`config.mk`:
```
export PLATFORM = sky130hd
export DESIGN_NAME = sr_latch_driver
export DESIGN_NICKNAME = d
export VERILOG_FILES = /design/src/rtl/sr_latch_driver.sv
export SDC_FILE = /design/constraint.sdc
export NUM_CORES = 1
export LEC_CHECK = 0
export BUFFER_PORTS_ARGS = -buffer_cell sky130_fd_sc_hd__buf_2
export CAP_MARGIN = 40
export CORE_ASPECT_RATIO = 1.25
export CORE_MARGIN = 3
export CORE_UTILIZATION = 35
export CTS_CLUSTER_SIZE = 24
export DETAILED_ROUTE_END_ITERATION = 16
export GPL_TIMING_DRIVEN = 1
export PLACE_DENSITY = 0.62
export SETUP_SLACK_MARGIN = 0.3
export SYNTH_ARGS = -nofsm -noshare
export SYNTH_HDL_FRONTEND = slang
export SYNTH_SLANG_ARGS = --single-unit
```
`constraint.sdc`:
```
create_clock -name clk -period 3.4 [get_ports clk]
set_input_delay 0.17 -clock clk [delete_from_list [all_inputs] [get_ports clk]]
set_output_delay 0.17 -clock clk [all_outputs]
set_load 0.005 [all_outputs]
```
`src/rtl/sr_latch_driver.sv`:
```
// Clocked driver for an external cross-coupled SR latch: one set/clear request at a
// time, a fixed-width S or R pulse, then a synchronised read-back check with timeout.
module sr_latch_driver #(
  parameter int PULSE_W = 4,
  parameter int GAP_W   = 2,
  parameter int TIMEOUT = 16
) (
  input  logic       clk,
  input  logic       rst_n,
  // Handshake: a request transfers on a rising edge where req_valid and req_ready
  // are both high; req_val is sampled on that edge only. The requester keeps
  // req_valid asserted until the transfer, and both inputs are ignored otherwise.
  input  logic       req_valid,
  output logic       req_ready,
  input  logic       req_val,
  output logic       S,
  output logic       R,
  input  logic       Q,
  input  logic       Qn,
  output logic       done,
  output logic       err,
  output logic       busy,
  output logic [1:0] dbg_state
);

  localparam int MAX_PT = (PULSE_W > TIMEOUT) ? PULSE_W : TIMEOUT;
  localparam int MAX_V  = (MAX_PT > GAP_W) ? MAX_PT : GAP_W;
  localparam int CW     = $clog2(MAX_V) + 1;

  localparam logic [CW-1:0] PULSE_LD = CW'(PULSE_W - 1);
  localparam logic [CW-1:0] SETTLE_LD = CW'(TIMEOUT - 1);
  localparam logic [CW-1:0] GAP_LD = CW'(GAP_W - 1);
  localparam logic [CW-1:0] CNT_ONE = CW'(1);
  localparam logic [CW-1:0] CNT_ZERO = '0;

  typedef enum logic [1:0] {
    ST_IDLE   = 2'd0,
    ST_PULSE  = 2'd1,
    ST_SETTLE = 2'd2,
    ST_GAP    = 2'd3
  } state_t;

  state_t        state, state_nxt;
  logic [CW-1:0] cnt, cnt_nxt;
  logic          val_r, val_nxt;
  logic          s_nxt, r_nxt, done_nxt, err_nxt;
  logic          q_s1, q_s, qn_s1, qn_s;
  logic          match;

  // Q/Qn are asynchronous to clk; only the second-stage values are ever used.
  always_ff @(posedge clk or negedge rst_n) begin
    if (!rst_n) begin
      q_s1  <= 1'b0;
      q_s   <= 1'b0;
      qn_s1 <= 1'b0;
      qn_s  <= 1'b0;
    end else begin
      q_s1  <= Q;
      q_s   <= q_s1;
      qn_s1 <= Qn;
      qn_s  <= qn_s1;
    end
  end

  // Q==Qn can never satisfy this, so an invalid read-back is simply waited out.
  assign match = (q_s == val_r) && (qn_s == ~val_r);

  always_ff @(posedge clk or negedge rst_n) begin
    if (!rst_n) begin
      state <= ST_IDLE;
      cnt   <= CNT_ZERO;
      val_r <= 1'b0;
      S     <= 1'b0;
      R     <= 1'b0;
      done  <= 1'b0;
      err   <= 1'b0;
    end else begin
      state <= state_nxt;
      cnt   <= cnt_nxt;
      val_r <= val_nxt;
      S     <= s_nxt;
      R     <= r_nxt;
      done  <= done_nxt;
      err   <= err_nxt;
    end
  end

  always_comb begin
    state_nxt = state;
    cnt_nxt   = cnt;
    val_nxt   = val_r;
    done_nxt  = 1'b0;
    err_nxt   = 1'b0;
    case (state)
      ST_IDLE: begin
        if (req_valid) begin
          val_nxt   = req_val;
          cnt_nxt   = PULSE_LD;
          state_nxt = ST_PULSE;
        end
      end
      ST_PULSE: begin
        if (cnt == CNT_ZERO) begin
          cnt_nxt   = SETTLE_LD;
          state_nxt = ST_SETTLE;
        end else begin
          cnt_nxt = cnt - CNT_ONE;
        end
      end
      ST_SETTLE: begin
        if (match) begin
          done_nxt  = 1'b1;
          cnt_nxt   = GAP_LD;
          state_nxt = ST_GAP;
        end else if (cnt == CNT_ZERO) begin
          err_nxt   = 1'b1;
          cnt_nxt   = GAP_LD;
          state_nxt = ST_GAP;
        end else begin
          cnt_nxt = cnt - CNT_ONE;
        end
      end
      ST_GAP: begin
        if (cnt == CNT_ZERO) begin
          state_nxt = ST_IDLE;
        end else begin
          cnt_nxt = cnt - CNT_ONE;
        end
      end
      default: begin
        state_nxt = ST_IDLE;
        cnt_nxt   = CNT_ZERO;
      end
    endcase
    // Drives are registered from the next state so S and R are exclusive by
    // construction and glitch-free at the pins.
    s_nxt = (state_nxt == ST_PULSE) &&  val_nxt;
    r_nxt = (state_nxt == ST_PULSE) && !val_nxt;
  end

  assign req_ready = (state == ST_IDLE);
  assign busy      = ~req_ready;
  assign dbg_state = state;

endmodule

```
==> run metrics, run 1 <==
RR Endpoint=cnt[2]; Initial Utilization=between 30% and 40%; Die X-Extent=47.08 µm; ANT cells=0; hold path start=req_val; Worst-Margin Slew=between 0.7 and 0.8 ns; internal reg-to-reg setup slack=1.46 ns; Power Dens Cells=between 800 and 900 nW/µm²; Req. time, crit path=between 3 and 4 ns; Yosys top cell by area=dfrtp_1; Std-Cell Rows=17; core box area=roughly 1900 µm²; CTS clk-pin slew, worst paths=~0.090 ns; worst-path fanout max=9; Nets=94; area grow syn2layout=16.44%; RSZ-0062 raised after global routing=no; Synth cell types=30; initial antenna violation count=0; dominant cells by area after synthesis=dfrtp_1 54%, nor2_1 4.1%, xnor2_1 3.6%, nand2_1 3.1%, a21oi_1 2.7%; Seq cells post-synth=16; skew final=0.004081 ns; Synth top area share=54.24%; Setup WS post-layout=about 1.5 ns; Hold Path End=val_r; largest net degree at the start of global routing=17; Worst Hold Class=in2reg; utilization after layout=a little under half; wire per inst=roughly 14 µm; EDFF count, synth=0; Worst Reg-to-Reg Cells=6; CP Class=reg2reg; CTS H-tree depth=1; root buf cell=clkbuf_4; Final GP Congestion=roughly 0.76; DRT iter0 DRCs=7; leak pwr=just under 0.4 nW; Via density=5.452; Die Ht=~57 µm; Mapped Cells=a little under 70; drt drc=0; CTS tree=built; # port buffers=13; syn_nets=76; Startpoint Class=flop; Fill cells=~190; all-layer global routing usage=a little over an eighth; Vias=567; I/O pin count=14; Max Buffers Root-to-Sink=2; Crit Reg-Reg Startpoint=cnt[0]; Worst EP arrival=roughly 2.2 ns; worst relative slew slack=around half; Hold Vio Cnt, Final=0; clock sink count=16; DR pass1 iterations=4; Mapped Area=approximately 740 µm²; sequential area share after synthesis=54.24%; Async SR Flop Fraction=100.0%; hold depth=2; Tmin final=1.942 ns; die footprint=between 2000 and 3000 µm²; count leader, synth=dfrtp_1; ys flop type=dfrtp_1; DP Worst Slack=roughly 1.5 ns; achievable frequency=between 0.5 and 0.6 GHz; Synth Warn #=0; hold_buf cts=3; Post-DRT Antenna Nets=0; CTS buffer count=3; setup TNS=0 ns; setup repair bufs after CTS=0; final setup fails=0; VDD IR-drop max=roughly 320 µV; period utilization=57.13%; syn_area_per_cell=roughly 11 µm²; max_cap viols=0; status=finished clean; Slew Viols, Final=0; vias in the first global route=slightly below 600; Final HPWL DP=about 1100 µm; crit end category=flop; total gr overflow=0; post_cts resized=0; share of post-route cells with drive strength above 1=approximately a fifth; first-pass GRT wire length=~2600 µm; Synth top cells by count=16 x dfrtp_1, 8 x nor2_1, 6 x nand2_1; Clock Latency Late Sink=about 0.28 ns; routed wire length=roughly 1500 µm
## metal layers
metal | global-route usage, % | routed length [µm] | up-vias | share of wire (%)
met3 | 2.524 | 83 | 4 | 5.5
li1 | - | - | 283 | -
met2 | 21.75 | 732 | 18 | 49
met5 | 0 | 0 | - | 0
met4 | 5.929 | 32 | 0 | 2.1
met1 | 15.80 | 651 | 262 | 43
## through the flow
stage | instance area, µm² | power (mW) | std cells | hold slack [ns]
final | 859.6 | 0.7350 | 104 | 0.1476
after global routing | 859.6 | 0.8051 | 104 | 0.1542
after global placement | 807.0 | 0.6385 | 98 | 0.1035
after CTS | 859.6 | 0.7433 | 104 | 0.1387
after detailed placement | 807.0 | 0.6425 | 98 | 0.1069
after floorplan | 738.2 | 0.5580 | 69 | -0.1256
## cell usage in the layout (no fill, tap or decap), types with 3 or more instances in the layout
cell type      instances
clkbuf_4               3
dlygate4sd3_1          3
nand2_1                6
a21oi_1                4
dfrtp_1               16
buf_2                 13
inv_1                  4
nor2_1                 8
xnor2_1                3
## power by group
part / switching, mW / internal [mW] / total, mW
sequential: 0.0779 / 0.249 / 0.327
clock: 0.0543 / 0.0411 / 0.0954
combinational: 0.156 / 0.157 / 0.313
total: 0.288 / 0.447 / 0.735
## final cells by class
type | instances | area (µm²) | share of cell area, %
tap | 19 | 23.77 | 2.766
multi-input combinational | 46 | 302.8 | 35.23
inverter | 4 | 15.01 | 1.747
timing repair buffer | 16 | 95.09 | 11.06
clock buffer | 3 | 22.52 | 2.620
sequential | 16 | 400.4 | 46.58
## worst max-delay path, stage by stage (launching register included)
cell,delay (ns)
dfrtp_1,0.40
inv_1,0.10
ha_1,0.21
or4b_1,0.64
o211ai_2,0.23
xnor2_1,0.15
o31a_1,0.15
## cells by family (layout without fill, tap and decap cells)
kind of cell / Yosys count / count (layout) / share of synthesized area (%)
and+or+nand+nor: 25 / 25 / 17.46
buffers and inverters: 7 / 23 / 4.744
muxes: 1 / 1 / 1.525
AOI/OAI and AO/OA: 16 / 16 / 16.78
DFF: 16 / 16 / 54.24
xor gates and xnor gates: 3 / 3 / 3.560
adders and majority gates: 1 / 1 / 1.695
## worst max path at each step
stage / start / end / slack (ns) / cells after the start
after floorplan: cnt[0] / cnt[3] / 1.66 / 6
after global placement: cnt[0] / cnt[2] / 1.52 / 6
after detailed placement: cnt[0] / cnt[2] / 1.50 / 6
after CTS: cnt[0] / cnt[2] / 1.47 / 6
after global routing: cnt[0] / cnt[1] / 1.34 / 5
final: cnt[0] / cnt[2] / 1.46 / 6
## flip-flops by register name (all words and copies together), names as in the netlist
name	flops
q_s1	1
dbg_state	2
qn_s	1
q_s	1
S	1
cnt	5
R	1
val_r	1
qn_s1	1
err	1
done	1
(Power assumes the default switching activity.)
==> run 2: changes to the inputs <==
Settings changed: ABC_AREA set to 1, PLACE_DENSITY 0.62 to 0.61.
Clock period 3.4 ns to 2 ns, I/O delays scaled along.
==> run metrics, run 2 <==
status=finished clean; Max Buffers Root-to-Sink=2; Bufs and invs on worst path=1; period utilization=between 70% and 80%; Post-DRT Antenna Nets=0; drt drc=0; Top reg by flops=cnt; Async SR Flop Fraction=100.0%; Final HPWL DP=between 1000 and 1500 µm; most common cell after layout, fill and taps aside=nand2_1; share of post-route cells with drive strength above 1=17.65%; vias in the first global route=around 630; Via density=around 4.3; ys flop type=dfrtp_1; ANT cells=0; Synth top area share=about half; Tmin final=1.494 ns; Synth cell types=13; CP max-delay cell=dfrtp_1; Psw=about 620 µW; root buf cell=clkbuf_4; EDFF count, synth=0; Synth Warn #=0; Initial Utilization=a little under two fifths; utilization after layout=46.21%; leak pwr=0.5376 nW; RSZ-0062 raised after global routing=no; Slew Viols, Final=0; Req. time, crit path=about 2.2 ns; area grow syn2layout=21.70%; setup TNS=0 ns; initial antenna violation count=0; fin area=around 950 µm²; die footprint=approximately 2800 µm²; Nets=roughly 130; CTS tree=built; Mapped Cells=99; Clk pwr share=15.3%; crit end category=flop; VDD IR-drop max=approximately 830 µV; worst relative slew slack=76.44%; Power Dens Cells=between 1000 and 1500 nW/µm²; Crit path max-delay family=simple AND/OR/NAND/NOR gates; number of flip-flops in the largest register=5; slowest stage delay, CP=0.40 ns; Final GP Congestion=between 0.8 and 0.9; syn_nets=between 100 and 150; hold slack=0.09033 ns; count leader, synth=nand2_1; Startpoint Class=flop; Die Ht=58.72 µm; internal reg-to-reg setup slack=0.51 ns; Seq cells post-synth=16; DRT iter0 DRCs=15; Mapped Area=between 700 and 800 µm²; syn_area_per_cell=7.861 µm²; total gr overflow=0; sequential cell area=400.4 µm²; sw frac=~44%; core box area=about 2000 µm²; total power=1.411 mW; Hold Vio Cnt, Final=0; CTS H-tree depth=1; worst-path fanout max=9; CTS buffer count=3; achievable frequency=0.6694 GHz; Yosys top cell by area=dfrtp_1; most frequent cells in the layout=42 x nand2_1, 17 x inv_1, 16 x dfrtp_1; Cell Int Power=a little under 800 µW; Die X-Extent=~48 µm; I/O pin count=14; CTS clk-pin slew, worst paths=roughly 0.09 ns; Worst EP arrival=1.74 ns; skew final=approximately 0.0054 ns; # port buffers=13; Clock Latency Late Sink=0.30 ns; largest net degree at the start of global routing=17; first-pass GRT wire length=about 2700 µm; wire per inst=10.17 µm; all-layer global routing usage=roughly 13%; max_cap viols=0; final setup fails=0; placed cell areas=between 800 and 900 µm²; Fill cells=between 200 and 250; Std-Cell Rows=18; sequential share of power=37.0%; DR pass1 iterations=4; routed wire length=~1500 µm; Worst-Margin Slew=0.3533 ns; Vias=around 650; Comb pwr share=between 40% and 50%; CP Class=reg2reg; dominant cells by area after synthesis=dfrtp_1 51%, nand2_1 20%, inv_1 8.2%, o21ai_0 3.9%, nor2_1 2.9%; Worst Hold Class=in2reg; sequential area share after synthesis=51.45%; Synth top cells by count=42 x nand2_1, 17 x inv_1, 16 x dfrtp_1; CP Cell Sequence=inv_1, ha_1, nand3_4, o21a_4, or2_0, nand2_1; clock sink count=16; area of the multi-input gates=~310 µm²; post_cts resized=0
## run 2: changes by cell type in the layout (fill, tap and decap cells not counted), sizes merged, moves of 3 or more
cell	before	now
a21oi	4	1
nand3	2	5
nand2	6	42
xnor2	3	0
inv	4	17
o21ai	1	7
## run 2: final timing paths
kind | to | startpoint | depth (start not counted)
min in group asynchronous | q_s | rst_n | 2
worst min-delay path | val_r | req_val | 3
max in group asynchronous | dbg_state[0] | rst_n | 2
worst max register to register | cnt[3] | cnt[0] | 6
worst min register to register | qn_s | qn_s1 | 0
worst max-delay path | cnt[3] | cnt[0] | 6
## run 2: kinds of logic (layout without fill, tap and decap cells)
kind of cell / Yosys count / in the layout / synth area share [%]
buffers and inverters: 17 / 37 / 8.199
and+or+nand+nor: 56 / 56 / 31.67
DFF: 16 / 16 / 51.45
adders and majority gates: 1 / 1 / 1.607
AOI/OAI and AO/OA: 9 / 9 / 7.072
## run 2: area by class of cell
cell class | instances | share of cell area, %
Clock buffer | 4 | 3.831
Inverter | 17 | 6.737
Multi-Input combinational cell | 66 | 33.16
Sequential cell | 16 | 42.27
Tap cell | 30 | 3.963
Timing Repair Buffer | 16 | 10.04
## run 2: timing repair
item                      CTS  global route
hold endpoints to repair   18             0
hold buffers                3             0
buffers inserted            0             0
## run 2: metrics by stage
| stage | instances | setup WS (ns) |
|---|---|---|
| global route | 149 | 0.3384 |
| floorplan | 99 | 0.6352 |
| global placement | 142 | 0.5711 |
| detailed placement | 142 | 0.5269 |
| finish | 149 | 0.5062 |
| CTS | 149 | 0.5013 |
## run 2: layer usage
layer | track usage [%] | share of wire, %
met3 | 3.058 | 3.2
met5 | 0 | 0
met1 | 15.41 | 43
met4 | 8.846 | 4.3
met2 | 21.27 | 49
## run 2: power by group through the flow
stage / Clock (mW) / Combinational, mW / Sequential [mW]
after floorplan: 0 / 0.505 / 0.516
after global placement: 0 / 0.661 / 0.527
after detailed placement: 0 / 0.672 / 0.530
after CTS: 0.223 / 0.680 / 0.524
after global routing: 0.232 / 0.799 / 0.540
final: 0.216 / 0.674 / 0.522
## run 2: worst reg2reg max path, cell delays in order (launching register included)
cell	delay, ns
dfrtp_1	0.40
inv_1	0.11
ha_1	0.26
nand3_4	0.15
o21a_4	0.26
or2_0	0.20
nand2_1	0.06
